===== src/rtl/uctl_memresp.sv =====
// uctl_memresp: responder end of the uctl memory request interface.
// Maps single-word read/write requests onto a single-port synchronous
// local-buffer SRAM with a fixed read latency. Out-of-range accesses are
// still acknowledged (reads return zero) and raise a sticky error flag.
module uctl_memresp #(
  parameter int          MEM_AW    = 12,
  parameter int          RD_LAT    = 2,
  parameter logic [31:0] BASE_ADDR = 32'h0000_0000
) (
  input  logic              core_clk,
  input  logic              uctl_rst,
  input  logic              mem_req,
  input  logic              mem_wrRd,
  input  logic [31:0]       mem_addr,
  input  logic [31:0]       mem_wrData,
  output logic              mem_ack,
  output logic              mem_rdVal,
  output logic [31:0]       mem_rdData,
  output logic              sram_ce,
  output logic              sram_we,
  output logic [MEM_AW-1:0] sram_addr,
  output logic [31:0]       sram_wrData,
  input  logic [31:0]       sram_rdData,
  input  logic              err_clr,
  output logic              err_addr
);

  typedef enum logic [0:0] {
    IDLE    = 1'b0,
    RD_WAIT = 1'b1
  } state_t;

  // Counter load value; RD_LAT is limited to 1..4 so three bits suffice.
  localparam logic [2:0] LAT_LOAD = 3'(RD_LAT);

  state_t            state_q, state_d;
  logic [2:0]        cnt_q, cnt_d;
  logic              oor_q, oor_d;          // pending read was out of range
  logic              mem_ack_q, mem_ack_d;
  logic              mem_rdval_q, mem_rdval_d;
  logic [31:0]       mem_rddata_q, mem_rddata_d;
  logic              sram_ce_q, sram_ce_d;
  logic              sram_we_q, sram_we_d;
  logic [MEM_AW-1:0] sram_addr_q, sram_addr_d;
  logic [31:0]       sram_wrdata_q, sram_wrdata_d;
  logic              err_addr_q, err_addr_d;

  logic [31:0]       off;
  logic              in_range;
  logic [MEM_AW-1:0] word_addr;
  logic              accept;

  // Address decode: offset from the window base, range test and word index.
  always_comb begin
    off       = mem_addr - BASE_ADDR;
    word_addr = off[MEM_AW+1:2];
    if ((mem_addr >= BASE_ADDR) && ((off >> (MEM_AW + 2)) == 32'h0000_0000)) begin
      in_range = 1'b1;
    end else begin
      in_range = 1'b0;
    end
  end

  // A request is taken only in IDLE and never in the cycle its ack is shown,
  // because the initiator still holds mem_req high during that cycle.
  assign accept = (state_q == IDLE) && mem_req && !mem_ack_q;

  // Next-state and registered-output computation.
  always_comb begin
    state_d       = state_q;
    cnt_d         = cnt_q;
    oor_d         = oor_q;
    mem_ack_d     = 1'b0;
    mem_rdval_d   = 1'b0;
    mem_rddata_d  = mem_rddata_q;
    sram_ce_d     = 1'b0;
    sram_we_d     = 1'b0;
    sram_addr_d   = sram_addr_q;
    sram_wrdata_d = sram_wrdata_q;

    // Sticky error: a new out-of-range acceptance beats a simultaneous clear.
    if (accept && !in_range) begin
      err_addr_d = 1'b1;
    end else if (err_clr) begin
      err_addr_d = 1'b0;
    end else begin
      err_addr_d = err_addr_q;
    end

    case (state_q)
      IDLE: begin
        if (accept) begin
          mem_ack_d = 1'b1;
          if (in_range) begin
            sram_ce_d   = 1'b1;
            sram_we_d   = mem_wrRd;
            sram_addr_d = word_addr;
          end else begin
            sram_ce_d   = 1'b0;
          end
          if (mem_wrRd) begin
            if (in_range) begin
              sram_wrdata_d = mem_wrData;
            end else begin
              sram_wrdata_d = sram_wrdata_q;
            end
          end else begin
            // Out-of-range reads still wait the full latency, then return zero.
            state_d = RD_WAIT;
            cnt_d   = LAT_LOAD;
            oor_d   = !in_range;
          end
        end else begin
          state_d = IDLE;
        end
      end
      RD_WAIT: begin
        if (cnt_q <= 3'd1) begin
          mem_rdval_d = 1'b1;
          if (oor_q) begin
            mem_rddata_d = 32'h0000_0000;
          end else begin
            mem_rddata_d = sram_rdData;
          end
          cnt_d   = 3'd0;
          oor_d   = 1'b0;
          state_d = IDLE;
        end else begin
          cnt_d = cnt_q - 3'd1;
        end
      end
      default: begin
        state_d = IDLE;
        cnt_d   = 3'd0;
        oor_d   = 1'b0;
      end
    endcase
  end

  // State and output registers; reset drops any read in flight.
  always_ff @(posedge core_clk or posedge uctl_rst) begin
    if (uctl_rst) begin
      state_q       <= IDLE;
      cnt_q         <= 3'd0;
      oor_q         <= 1'b0;
      mem_ack_q     <= 1'b0;
      mem_rdval_q   <= 1'b0;
      mem_rddata_q  <= 32'h0000_0000;
      sram_ce_q     <= 1'b0;
      sram_we_q     <= 1'b0;
      sram_addr_q   <= '0;
      sram_wrdata_q <= 32'h0000_0000;
      err_addr_q    <= 1'b0;
    end else begin
      state_q       <= state_d;
      cnt_q         <= cnt_d;
      oor_q         <= oor_d;
      mem_ack_q     <= mem_ack_d;
      mem_rdval_q   <= mem_rdval_d;
      mem_rddata_q  <= mem_rddata_d;
      sram_ce_q     <= sram_ce_d;
      sram_we_q     <= sram_we_d;
      sram_addr_q   <= sram_addr_d;
      sram_wrdata_q <= sram_wrdata_d;
      err_addr_q    <= err_addr_d;
    end
  end

  assign mem_ack     = mem_ack_q;
  assign mem_rdVal   = mem_rdval_q;
  assign mem_rdData  = mem_rddata_q;
  assign sram_ce     = sram_ce_q;
  assign sram_we     = sram_we_q;
  assign sram_addr   = sram_addr_q;
  assign sram_wrData = sram_wrdata_q;
  assign err_addr    = err_addr_q;

endmodule


===== config.mk =====
export PLATFORM = sky130hd
export DESIGN_NAME = uctl_memresp
export DESIGN_NICKNAME = d
export VERILOG_FILES = /design/src/rtl/uctl_memresp.sv
export SDC_FILE = /design/constraint.sdc
export NUM_CORES = 1
export LEC_CHECK = 0
export BUFFER_PORTS_ARGS = -buffer_cell sky130_fd_sc_hd__buf_4
export CORE_MARGIN = 4
export CORE_UTILIZATION = 51
export CTS_BUF_LIST = sky130_fd_sc_hd__clkbuf_4
export CTS_CLUSTER_DIAMETER = 40
export CTS_CLUSTER_SIZE = 28
export DETAILED_ROUTE_END_ITERATION = 10
export PLACE_DENSITY_LB_ADDON = 0.05
export SLEW_MARGIN = 10
export SYNTH_ARGS = -nofsm -noshare
export SYNTH_HDL_FRONTEND = slang
export SYNTH_SLANG_ARGS = --single-unit

===== constraint.sdc =====
create_clock -name core_clk -period 3.65 [get_ports core_clk]
set_input_delay 0.1825 -clock core_clk [delete_from_list [all_inputs] [get_ports core_clk]]
set_output_delay 0.1825 -clock core_clk [all_outputs]
set_load 0.005 [all_outputs]

* Yosys cells after proc, flatten, opt, wreduce, memory -nomap -nowiden
Index checks and enable logic that the tools add are counted.
Widths: inputs -> output; s select.
** Operators by class
- Add/sub/neg operators :: 1
- Order comparisons :: 2
- Equality and inequality tests :: 3
- Muxes and demuxes :: 26
- Bitwise logic cells :: 1
- Reductions and logical operators :: 13
** Operators with widths (number)
- $ge 32x1->1 const B :: 1
- $logic_not 32->1 :: 1
- $mux 32 :: 1
- $mux 1 :: 19
- $mux 3 :: 3
- $pmux 3 s2 :: 1
- $reduce_and 3->1 :: 2
- $logic_and 1x1->1 :: 4
- $ne 2x2->1 const B :: 2
- $pmux 1 s2 :: 2
- $reduce_and 2->1 :: 2
- $reduce_and 4->1 :: 1
- $le 3x1->1 const B :: 1
- $sub 3x1->3 const B :: 1
- $logic_not 1->1 :: 2
- $ne 2x1->1 const B :: 1
- $reduce_bool 2->1 :: 1
- $not 1->1 :: 1
** Word-level totals
- Bits in registers :: 86
- Output and inout port bits :: 81
- Word-level logic and storage cells :: 57

* Depth between registers and ports, before layout
- Depth after elaboration :: 7
- Mapped depth :: 7
- Gate-level depth less buffers :: 5

* Worst setup path before layout
Ideal clock, no wire load.
- Kind :: register to register
- Start point :: register state_q
- End point :: register sram_addr_q[0] (netlist: sram_addr[0])
- Library setup time :: 0.125 ns
- Arrival time :: 1.707 ns
- Data required time :: 3.525 ns
- Slack :: 1.818 ns
- Stages on the path, launching flop included :: 7
- Path through :: dfrtp_1 or3b_4 inv_1 nand3_1 nor2_1 buf_4 mux2_2
** On the way
- Cells in the longest elaborated chain, start to end :: 4
** RTL lines
- start: declaration :: line 36 : state_t state_q, state_d;
- start signal: assignment :: line 155 : state_q <= state_d;
- $not 1->1 (no source line) *
- $logic_and 1x1->1 (2 in series) :: line 66 : assign accept = (state_q == IDLE) && mem_req && !mem_ack_q;
- $reduce_and 3->1 (no source line) *
- end signal: assignment :: line 163 : sram_addr_q <= sram_addr_d;
- end: declaration :: line 44 : logic [MEM_AW-1:0] sram_addr_q, sram_addr_d;
Every way passes the cells marked *; elsewhere a longest branch is shown, timed or not.
A chain may end at the register's enable or synchronous reset.

* Final worst setup path
- Start point :: register state_q
- End point :: register sram_addr_q[8] (netlist: sram_addr[8])
Same word-level chain as after synthesis.

==> metrics.txt <==
Routed Antenna Nets 0; initial antenna violation count 0; fillers between 300 and 400; GP Congestion roughly 0.75; WL final between 10000 and 15000 um; Synth warnings 0; I/O Buffers around 180; DR vias a little over 3000; drt pass-1 iters 4; share of cells above drive strength 1 a little under half; most common flop cell mapped by yosys dfrtp_1; grt ovf 0; CTS resizes 0; core area just under 7000 um^2; top-count cell post-synth dfrtp_1; Final period util 65.97%; H-Tree Depth 3; Sink Count 86; outcome finished, final reports clean; CP Capture Type flip-flop; Avg Cell Area, Syn 12.90 um^2; Starting Density between 50 and 60%; final net count about 630; syn_nets around 390; Finish-stage setup viols 0; Final WS setup between 1 and 1.5 ns; pre-CTS setup slack roughly 1.3 ns; Post CTS Setup Buffer Count 0; PD cells about 460 nW/um^2; Final Hold Viols 0; worst vdd rail ir drop about 380 uV; sw frac 32.28%; Clock transition at path regs around 0.14 ns; DRC Markers 0; Avg WL per Cell about 17 um; Yosys top cell by area dfrtp_1; register area share after synthesis between 50 and 60%; I/O Pins 182; Leakage roughly 3.0 nW; Hold-fix buffers, CTS 64; vias per cell 4.889; setup TNS 0 ns; Netlist cell types 24; Post-synth EDFFs 0; CP max FO 12; Crit Path Category reg -> reg; Post-synth top cells 86 x dfrtp_1, 37 x o21ai_0, 36 x nand2_1, 32 x nand2b_1, 30 x mux2_4; antenna cells 0; CP required just under 4 ns; crit path launch type flip-flop; HP Class in -> reg; root cell of the clock tree clkbuf_4; die width about 92 um; FP Rows 30; Arr. time, crit path 2.73 ns; Syn Inst Count ~280; RSZ-0062 raised after global routing false; fmax about 420 MHz; R2R Setup Slk approximately 1.2 ns; Max-slew headroom 35.79%; P_int around 0.0018 W; pin count of the biggest net entering global routing 60; Post-DP HPWL approximately 6500 um; Area growth syn-to-layout 60.69%; Clock power frac 20.8%; synth top area cells dfrtp_1 59%, mux2_4 12%, nand2b_1 5.5%; max-cap viol count 0; worst skew pair latency 0.43 ns; slew of the pin with the lowest slew margin approximately 0.96 ns; DR iter-0 viols ~110; clock period minus worst slack between 2 and 2.5 ns; total track usage a little over a quarter; area share of the largest cell type after synthesis approximately three fifths; Synth Register Bits 86; share of flip-flops with an asynchronous set or reset 100.0%; Fin Hold WS between 0.01 and 0.015 ns; clock skew ~0.017 ns; Net Sw Power between 0.0008 and 0.0009 W; Post-Syn Area ~3600 um^2; TritonCTS clock tree done; vias in the first global route ~3500; max-slew violation count 0; CTS Buf Count 9; die height ~90 um; Die Footprint 8550 um^2; CTS max path bufs 2; first-pass GRT wire length approximately 18000 um; Seq pwr share between 40% and 50%; Combinational Power Share 31.4%
metal layers:
layer	share of wire, %	up-vias	GRT usage, %
met5	0	-	0
met4	3.9	0	12.13
met3	7.0	35	7.149
met2	54	130	47.31
met1	36	1466	29.21
li1	-	1444	-
registers in the layout, summed over array words and instances, names as in the netlist:
register and cells:
mem_ack 1, sram_ce 1, state_q 1, err_addr 1
cnt_q 3, mem_rdData 32, sram_we 1, sram_wrData 32
sram_addr 12, oor_q 1, mem_rdVal 1
worst max-delay path, stage by stage (launching register included):
cell and delay [ns]:
dfrtp_1 0.45, or3b_4 0.45, inv_1 0.14, nand3_1 0.09, nor2_1 0.74, mux2_2 0.43
logic make-up (layout without fill, tap and decap cells):
family / Yosys count / after routing / synth area share, %
buffers and inverters: 22 / 273 / 3.301
AND/OR/NAND/NOR: 87 / 87 / 14.31
multiplexers: 44 / 44 / 16.71
adder cells (fa/ha/maj): 2 / 2 / 0.6876
AO/OA/AOI/OAI: 41 / 41 / 5.846
flip-flops: 86 / 86 / 59.15
final cells by class:
type	instances	area [um^2]	share of cell area, %
Inverter	8	31.28	0.5350
Clock inverter	7	72.57	1.241
Clock buffer	9	67.56	1.156
Multi-Input combinational cell	174	1366	23.37
Tap cell	96	120.1	2.054
Sequential cell	86	2152	36.81
Timing Repair Buffer	249	2037	34.84
per-stage QoR:
stage                     instances  total power, W  util (%)  instance area [um^2]
after floorplan                 282        0.001623         -                  3638
after global placement          546        0.002011     73.32                  5036
after detailed placement        546        0.002050     73.32                  5036
after CTS                       626        0.002648     84.68                  5817
after global routing            629        0.002843     85.12                  5847
final                           629        0.002661     85.12                  5847
power groups by stage:
| stage | clock (W) | sequential [W] | combinational [W] |
|---|---|---|---|
| 2_1_floorplan | 0 | 0.00125 | 0.000371 |
| 3_3_place_gp | 0 | 0.00128 | 0.000735 |
| 3_5_place_dp | 0 | 0.00129 | 0.000764 |
| 4_1_cts | 0.000559 | 0.00127 | 0.000823 |
| 5_1_grt | 0.000612 | 0.00130 | 0.000926 |
| 6_report | 0.000554 | 0.00127 | 0.000836 |
path summary, 6_finish.rpt:
path	startpoint	endpoint	depth (start not counted)
setup reg to reg	state_q	sram_addr[8]	5
min in group asynchronous	uctl_rst	sram_wrData[0]	3
hold / removal	sram_rdData[2]	mem_rdData[2]	3
setup / recovery	state_q	sram_addr[8]	5
hold reg to reg	mem_rdData[22]	mem_rdData[22]	2
max in group asynchronous	uctl_rst	sram_wrData[27]	4
placed cells by master (no fill, tap or decap), types with 2 or more instances in the layout:
cell type,count
clkinv_2,3
inv_1,7
buf_4,182
dlygate4sd3_1,67
mux2_2,14
inv_6,2
clkinvlp_4,2
nor4_4,5
mux2_4,30
clkbuf_4,9
o21ai_0,37
ha_1,2
nand2b_1,32
nor2_1,5
dfrtp_1,86
nand2_1,36
nand3_1,3
Note: power is estimated with default switching activity, not from simulation.
